===== src/rtl/rr_mux3_arbiter.sv =====
// ============================================================================
//  Module      : rr_mux3_arbiter
//  Description : Round-robin arbiter and select sequencer for a shared 3:1 mux
//                with a bounded hold time per owner under contention.
//  Revision    : 1.0 - initial release
// ============================================================================
`default_nettype none

module rr_mux3_arbiter #(
  parameter int W        = 1,
  parameter int MAX_HOLD = 4
) (
  input  logic         clk,
  input  logic         rst,
  input  logic [2:0]   req,
  input  logic [W-1:0] B1,
  input  logic [W-1:0] B2,
  input  logic [W-1:0] B3,
  output logic [1:0]   C,
  output logic [2:0]   grant,
  output logic         busy,
  output logic [W-1:0] A
);

  localparam logic [7:0] c_HOLD_LAST = 8'(MAX_HOLD - 1);

  typedef enum logic [0:0] {
    S_IDLE  = 1'b0,
    S_GRANT = 1'b1
  } state_t;

  state_t      r_state, w_state_nxt;
  logic [1:0]  r_c, w_c_nxt;
  logic [2:0]  r_grant;
  logic        r_busy;
  logic [7:0]  r_hold, w_hold_nxt;
  logic [1:0]  r_last, w_last_nxt;

  logic [1:0]  w_cand1, w_cand2;
  logic [1:0]  w_pick_all, w_pick_oth;
  logic        w_own_req, w_oth_req;

  function automatic logic [1:0] f_next(input logic [1:0] code);
    return (code == 2'd3) ? 2'd1 : code + 2'd1;
  endfunction

  function automatic logic [2:0] f_onehot(input logic [1:0] code);
    case (code)
      2'd1:    return 3'b001;
      2'd2:    return 3'b010;
      2'd3:    return 3'b100;
      default: return 3'b000;
    endcase
  endfunction

  // Rotation is anchored on the last owner; while granting, last equals the owner,
  // so the first two candidates are exactly the non-owners in RR order.
  always_comb begin
    w_cand1    = f_next(r_last);
    w_cand2    = f_next(w_cand1);
    w_own_req  = |(req & r_grant);
    w_oth_req  = |(req & ~r_grant);
    w_pick_oth = 2'd0;
    if (|(req & f_onehot(w_cand1)))      w_pick_oth = w_cand1;
    else if (|(req & f_onehot(w_cand2))) w_pick_oth = w_cand2;
    w_pick_all = w_pick_oth;
    if (w_pick_oth == 2'd0 && |(req & f_onehot(r_last))) w_pick_all = r_last;
  end

  always_comb begin
    w_state_nxt = r_state;
    w_c_nxt     = r_c;
    w_hold_nxt  = r_hold;
    w_last_nxt  = r_last;
    case (r_state)
      S_IDLE: begin
        w_c_nxt    = 2'd0;
        w_hold_nxt = 8'd0;
        if (|req) begin
          w_state_nxt = S_GRANT;
          w_c_nxt     = w_pick_all;
          w_last_nxt  = w_pick_all;
        end
      end
      S_GRANT: begin
        if (w_oth_req && (!w_own_req || r_hold == c_HOLD_LAST)) begin
          w_c_nxt    = w_pick_oth;
          w_last_nxt = w_pick_oth;
          w_hold_nxt = 8'd0;
        end else if (!w_own_req) begin
          w_state_nxt = S_IDLE;
          w_c_nxt     = 2'd0;
          w_hold_nxt  = 8'd0;
        end else if (r_hold != c_HOLD_LAST) begin
          w_hold_nxt = r_hold + 8'd1;
        end
      end
      default: begin
        w_state_nxt = S_IDLE;
        w_c_nxt     = 2'd0;
        w_hold_nxt  = 8'd0;
      end
    endcase
  end

  always_ff @(posedge clk) begin
    if (rst) begin
      r_state <= S_IDLE;
      r_c     <= 2'd0;
      r_grant <= 3'b000;
      r_busy  <= 1'b0;
      r_hold  <= 8'd0;
      r_last  <= 2'd3;
    end else begin
      r_state <= w_state_nxt;
      r_c     <= w_c_nxt;
      r_grant <= f_onehot(w_c_nxt);
      r_busy  <= (w_state_nxt == S_GRANT);
      r_hold  <= w_hold_nxt;
      r_last  <= w_last_nxt;
    end
  end

  always_comb begin
    case (r_c)
      2'd1:    A = B1;
      2'd2:    A = B2;
      2'd3:    A = B3;
      default: A = '0;
    endcase
  end

  assign C     = r_c;
  assign grant = r_grant;
  assign busy  = r_busy;

endmodule

`default_nettype wire


===== config.mk =====
export PLATFORM = sky130hd
export DESIGN_NAME = rr_mux3_arbiter
export DESIGN_NICKNAME = d
export VERILOG_FILES = /design/src/rtl/rr_mux3_arbiter.sv
export SDC_FILE = /design/constraint.sdc
export NUM_CORES = 1
export LEC_CHECK = 0
export CORE_MARGIN = 4
export CORE_UTILIZATION = 45
export CTS_CLUSTER_SIZE = 24
export DETAILED_ROUTE_END_ITERATION = 7
export PLACE_DENSITY = 0.69
export SYNTH_ARGS = -nofsm -noshare
export SYNTH_HDL_FRONTEND = slang
export SYNTH_SLANG_ARGS = --single-unit

===== constraint.sdc =====
create_clock -name clk -period 3.4 [get_ports clk]
set_input_delay 0.68 -clock clk [delete_from_list [all_inputs] [get_ports clk]]
set_output_delay 0.68 -clock clk [all_outputs]
set_load 0.02 [all_outputs]

After elaboration in Yosys (flattened, before gate mapping)
Index checks and enable logic that the tools add are counted.
{ "totals": {"ff_bits": 16, "input_bits": 8, "out_inout_bits": 7, "word_cells": 73} }
{ "op_classes": {"addsub": 3, "n_eq_ne": 20, "mux": 26, "bitwise_logic": 7, "reduce_logical": 12} }
{ "ops": {"columns": ["cell", "count"], "rows": [
  ["one-hot mux 3 bit (3 select lines)", 4],
  ["2-to-1 mux 8 bit", 3],
  ["equality test 2 bit (second input constant)", 10],
  ["2-to-1 mux 2 bit", 10],
  ["OR reduction 3 bit", 6],
  ["one-hot mux 8 bit (2 select lines)", 1],
  ["AND 3 bit", 5],
  ["equality test 2 x 1 -> 1 bit (second input constant)", 5],
  ["adder 8 x 1 -> 8 bit (second input constant)", 1],
  ["equality test 8 x 2 -> 1 bit (second input constant)", 1],
  ["!= test 8 x 2 -> 1 bit (second input constant)", 1],
  ["one-hot mux 2 bit (2 select lines)", 2],
  ["adder 2 x 1 -> 2 bit (second input constant)", 2],
  ["!= test 4 x 2 -> 1 bit (second input constant)", 1],
  ["2-to-1 mux 1 bit", 3],
  ["2-to-1 mux 3 bit", 1],
  ["inverter 3 bit", 1],
  ["one-hot mux 1 bit (3 select lines)", 1],
  ["logical AND 1 bit", 2],
  ["logical NOT 2 bit", 1],
  ["!= test 2 x 1 -> 1 bit (second input constant)", 1],
  ["!= test 2 bit (second input constant)", 1],
  ["one-hot mux 1 bit (2 select lines)", 1],
  ["AND reduction 2 bit", 1],
  ["3 further kinds", 3]
]} }

Longest topological paths before layout
{ "depth": {"ltp_word": 18, "depth_mapped": 8, "ltp_nobuf": 8} }

Worst setup path before layout
Ideal clock, no wire load.
{ "synth_path": {"kind": "input port to flip-flop", "startpoint": "in req[2]", "endpoint": "reg r_grant[1], in the netlist grant[1]", "setup_time_ns": 0.128, "arrival_time_ns": 1.928, "required_ns": 3.272, "path_slack_ns": 1.344, "cell_stages": 7, "path_buffers": 1, "path_cell_list": "buf_2 -> a222oi_1 -> o32ai_1 -> o311ai_1 -> o21ai_1 -> a21boi_4 -> nor3b_2"} }
{ "synth_via": {"elab_chain_cells": 11, "word_cells_on_any_way": 27, "classes_between": "eq/ne: 3; mux: 8; bitwise: 5; reduce/logical: 11"} }
{ "synth_lines": {"columns": ["item", "line", "rtl"], "rows": [
  ["start: declaration", "15", "input logic [2:0] req,"],
  ["AND 3 bit", "65", "else if (|(req & f_onehot(w_cand2))) w_pick_oth = w_cand2;"],
  ["OR reduction 3 bit", "65", null],
  ["2-to-1 mux 2 bit", "65", null],
  ["2-to-1 mux 2 bit", "64", "if (|(req & f_onehot(w_cand1))) w_pick_oth = w_cand1;"],
  ["logical NOT 2 bit", "67", "if (w_pick_oth == 2'd0 && |(req & f_onehot(r_last))) w_pick_all = r_last;"],
  ["logical AND 1 bit", "67", null],
  ["2-to-1 mux 2 bit", "67", null],
  ["2-to-1 mux 2 bit", "79", "if (|req) begin"],
  ["one-hot mux 2 bit (2 select lines) *", "75", "case (r_state)"],
  ["equality test 2 bit or equality test 2 x 1 -> 1 bit (tied branches)", "48", "case (code)"],
  ["one-hot mux 3 bit (3 select lines) *", "48", null],
  ["end signal: assignment", "117", "r_grant <= f_onehot(w_c_nxt);"],
  ["end: declaration", "34", "logic [2:0] r_grant;"]
]} }
Every way passes the cells marked *; elsewhere a longest branch is shown, timed or not.
A chain may end at the register's enable or synchronous reset.

Worst setup path in the final report
{ "layout_path": {"startpoint": "in B3", "endpoint": "out A"} }
{ "layout_via": {"elab_chain_cells": 1} }
{ "layout_lines": {"columns": ["item", "line", "rtl"], "rows": [
  ["start: declaration", "18", "input logic [W-1:0] B3,"],
  ["one-hot mux 1 bit (3 select lines)", "125", "case (r_c)"],
  ["end: declaration", "22", "output logic [W-1:0] A"]
]} }
No other way between the ends.

==> impl_metrics.json <==
{
  "relSlewSlack_pct": 73.9,
  "post-cts-setup-buffer-count": 0,
  "synth_warnings": 0,
  "hold_viol": 0,
  "synthAdderAreaFrac_pct": 6.75,
  "cts_tree": "yes",
  "async_flop_share_pct": 0,
  "drive_gt1_share_pct": 8.40,
  "synth_area_leaders": "dfxtp_1 (35%), ha_1 (6.7%), nor2_1 (6.1%)",
  "grt_pass1_vias": 805,
  "synth-simple-area-share_pct": 27.7,
  "crit_path_start_kind": "input pin",
  "clockBufferDepth": 2,
  "period_minus_slack_ps": 2700,
  "p_leak_uw": 0.000429,
  "synth_ff_type": "dfxtp_1",
  "grt_antenna_before_repair": 0,
  "worst_setup_path_end_kind": "primary output",
  "clk_pin_slew_worst_paths_ps": 90,
  "syn_avg_cell_area_um2": 8.91,
  "outcome": "complete, no violations",
  "area_delta_synth_final_pct": 19.4,
  "worst_pin_slew_ps": 392,
  "rows": 16,
  "cp_max_fo": 1,
  "die_w_um": 53.4,
  "skew_ps": 9.11,
  "grt_pass1_wl_mm": 3.36,
  "multi_input_area_um2": 576,
  "ys_seq_area_share_pct": 34.5,
  "wirelength_mm": 1.87,
  "synth.net_count": 117,
  "yosysMostFrequentCell": "dfxtp_1",
  "hp-class": "flop to flop",
  "seq_area_um2": 320,
  "power.density_nw_per_um2": 669,
  "h-tree-depth": 1,
  "cts_root_buf": "clkbuf_4",
  "worst_ep_arrival_time_ps": 2020,
  "max_freq_ghz": 0.370,
  "ff2ff_path_depth": 8,
  "netlist.top_cell.by_area": "dfxtp_1",
  "place_hpwl_mm": 1.42,
  "synth_edf_count": 0,
  "critPathCapture": "A",
  "grt-ovfl-total": 0,
  "ant_nets": 0,
  "cp.required_ps": 2720,
  "synthTopCellsByCount": "dfxtp_1 (16), nor2_1 (15), nand2_1 (7)",
  "synth_top_area_share_pct": 34.5,
  "io_pins": 15,
  "fillers": 188,
  "synthXorXnorAreaFrac_pct": 4.72,
  "coreArea_um2": 1960,
  "die_h_um": 53.4,
  "synth_top_family_by_area": "simple AND/OR/NAND/NOR gates",
  "clock_sinks": 16,
  "drv_slew": 0,
  "firstDrtPassIters": 4,
  "netlist_area_um2": 927,
  "vdd_ir_drop_max_v": 0.000417,
  "vias": 823,
  "utilization_pct": 56.4,
  "syn_inst": 104,
  "die_area_um2": 2850,
  "regToRegSetupSlack_ps": 1170,
  "rr_startpoint": "r_last[0]",
  "cts_made_buffers": 3,
  "insertedDiodeCount": 0,
  "crit_start": "B3",
  "worstSetupPathType": "input pin to primary output",
  "synth_cell_types": 37,
  "initialDrtViolationCount": 35,
  "grtUsageTotal_pct": 16.2,
  "setup_tns_ps": 0,
  "drv_cap": 0,
  "synthMuxAreaShare_pct": 3.37,
  "final_nets": 134,
  "clock_latency_ps": 290,
  "yosys_register_bits": 16,
  "synth_compound_area_share_pct": 19.6,
  "period_share_pct": 79.4,
  "ctsResizeCount": 0,
  "start_util_pct": 47.3,
  "grt_start_max_net_pins": 10,
  "detail_route.vias_per_cell": 5.64,
  "hold_buffers": 0,
  "wl_per_cell_um": 12.8,
  "rsz0062_at_grt": "no",
  "portBuffers": 14,
  "drc": 0,
  "gp_congestion": 0.747,
  "timing.rr.end": "grant[1]",
  "setup_viol": 0
}
[routing by layer]
layer | share of wire [%] | routed length [um] | track usage, % | vias to the layer above
met5 | 0 | 0 | 0 | -
met4 | 1.2 | 22 | 5.11 | 0
met3 | 5.6 | 105 | 5.92 | 4
li1 | - | - | - | 414
met1 | 44 | 818 | 18.7 | 379
met2 | 49 | 919 | 27.6 | 26
[sequential cells by signal (all words and copies together) (netlist names)]
register / cells
r_hold: 8
grant: 3
C: 2
r_last: 2
busy: 1
[cell families (layout without fill, tap and decap cells)]
kind of cell               after synthesis  in the layout
muxes                                    3              3
and+or+nand+nor                         47             47
xor gates and xnor gates                 5              5
buffers and inverters                    6             21
adders and majority gates                5              5
AOI/OAI and AO/OA                       22             22
DFF                                     16             16
[through the flow]
stage	hold slack, ps	power, uW	area, um^2	setup slack [ps]	instances
after CTS	559	745	1110	688	146
after global placement	518	639	1080	721	143
final	555	740	1110	700	146
after detailed placement	536	645	1080	693	143
after floorplan	495	535	927	1340	104
after global routing	586	799	1110	623	146
[critical path: stages]
cell and delay, ps:
clkdlybuf4s50_1 450, mux2_2 130, nand2_1 40, o21ai_0 70
clkdlybuf4s50_1 640
[worst min path at each step]
stage	from	endpoint	slack, ps	cells past startpoint
after global routing	r_hold[7]	r_hold[7]	590	2
after detailed placement	r_hold[7]	r_hold[7]	540	2
after floorplan	r_hold[4]	r_hold[4]	490	2
final	r_hold[7]	r_hold[7]	550	2
after global placement	r_hold[4]	r_hold[4]	520	2
after CTS	r_hold[7]	r_hold[7]	560	2
[power by group]
group          switching [uW]  total, uW  leakage [uW]  internal, uW
registers                35.5        257      0.000131           222
logic                     198        387      0.000285           189
clock network            54.9       96.1     0.0000138          41.2
total                     288        740      0.000429           452
[cells in the final DEF (no fill, tap or decap), types with 2 or more instances in the layout]
cell type	count
dfxtp_1	16
nor2_1	15
clkdlybuf4s50_1	14
nand2_1	7
nand3_1	6
nor2b_1	5
xor2_1	5
ha_1	5
inv_1	4
a222oi_1	4
nor3_1	3
o21ai_1	3
clkbuf_4	3
nor4b_1	2
a22oi_1	2
and3_1	2
mux2i_1	2
nor3b_2	2
[final cells by class]
cell class / instances / area share, %
multi-input cells: 82 / 52.0
inverters: 4 / 1.36
flip-flops and latches: 16 / 28.9
well taps: 27 / 3.05
clock buffers: 3 / 2.03
repair buffers: 14 / 12.7
Note: power is estimated with default switching activity, not from simulation.
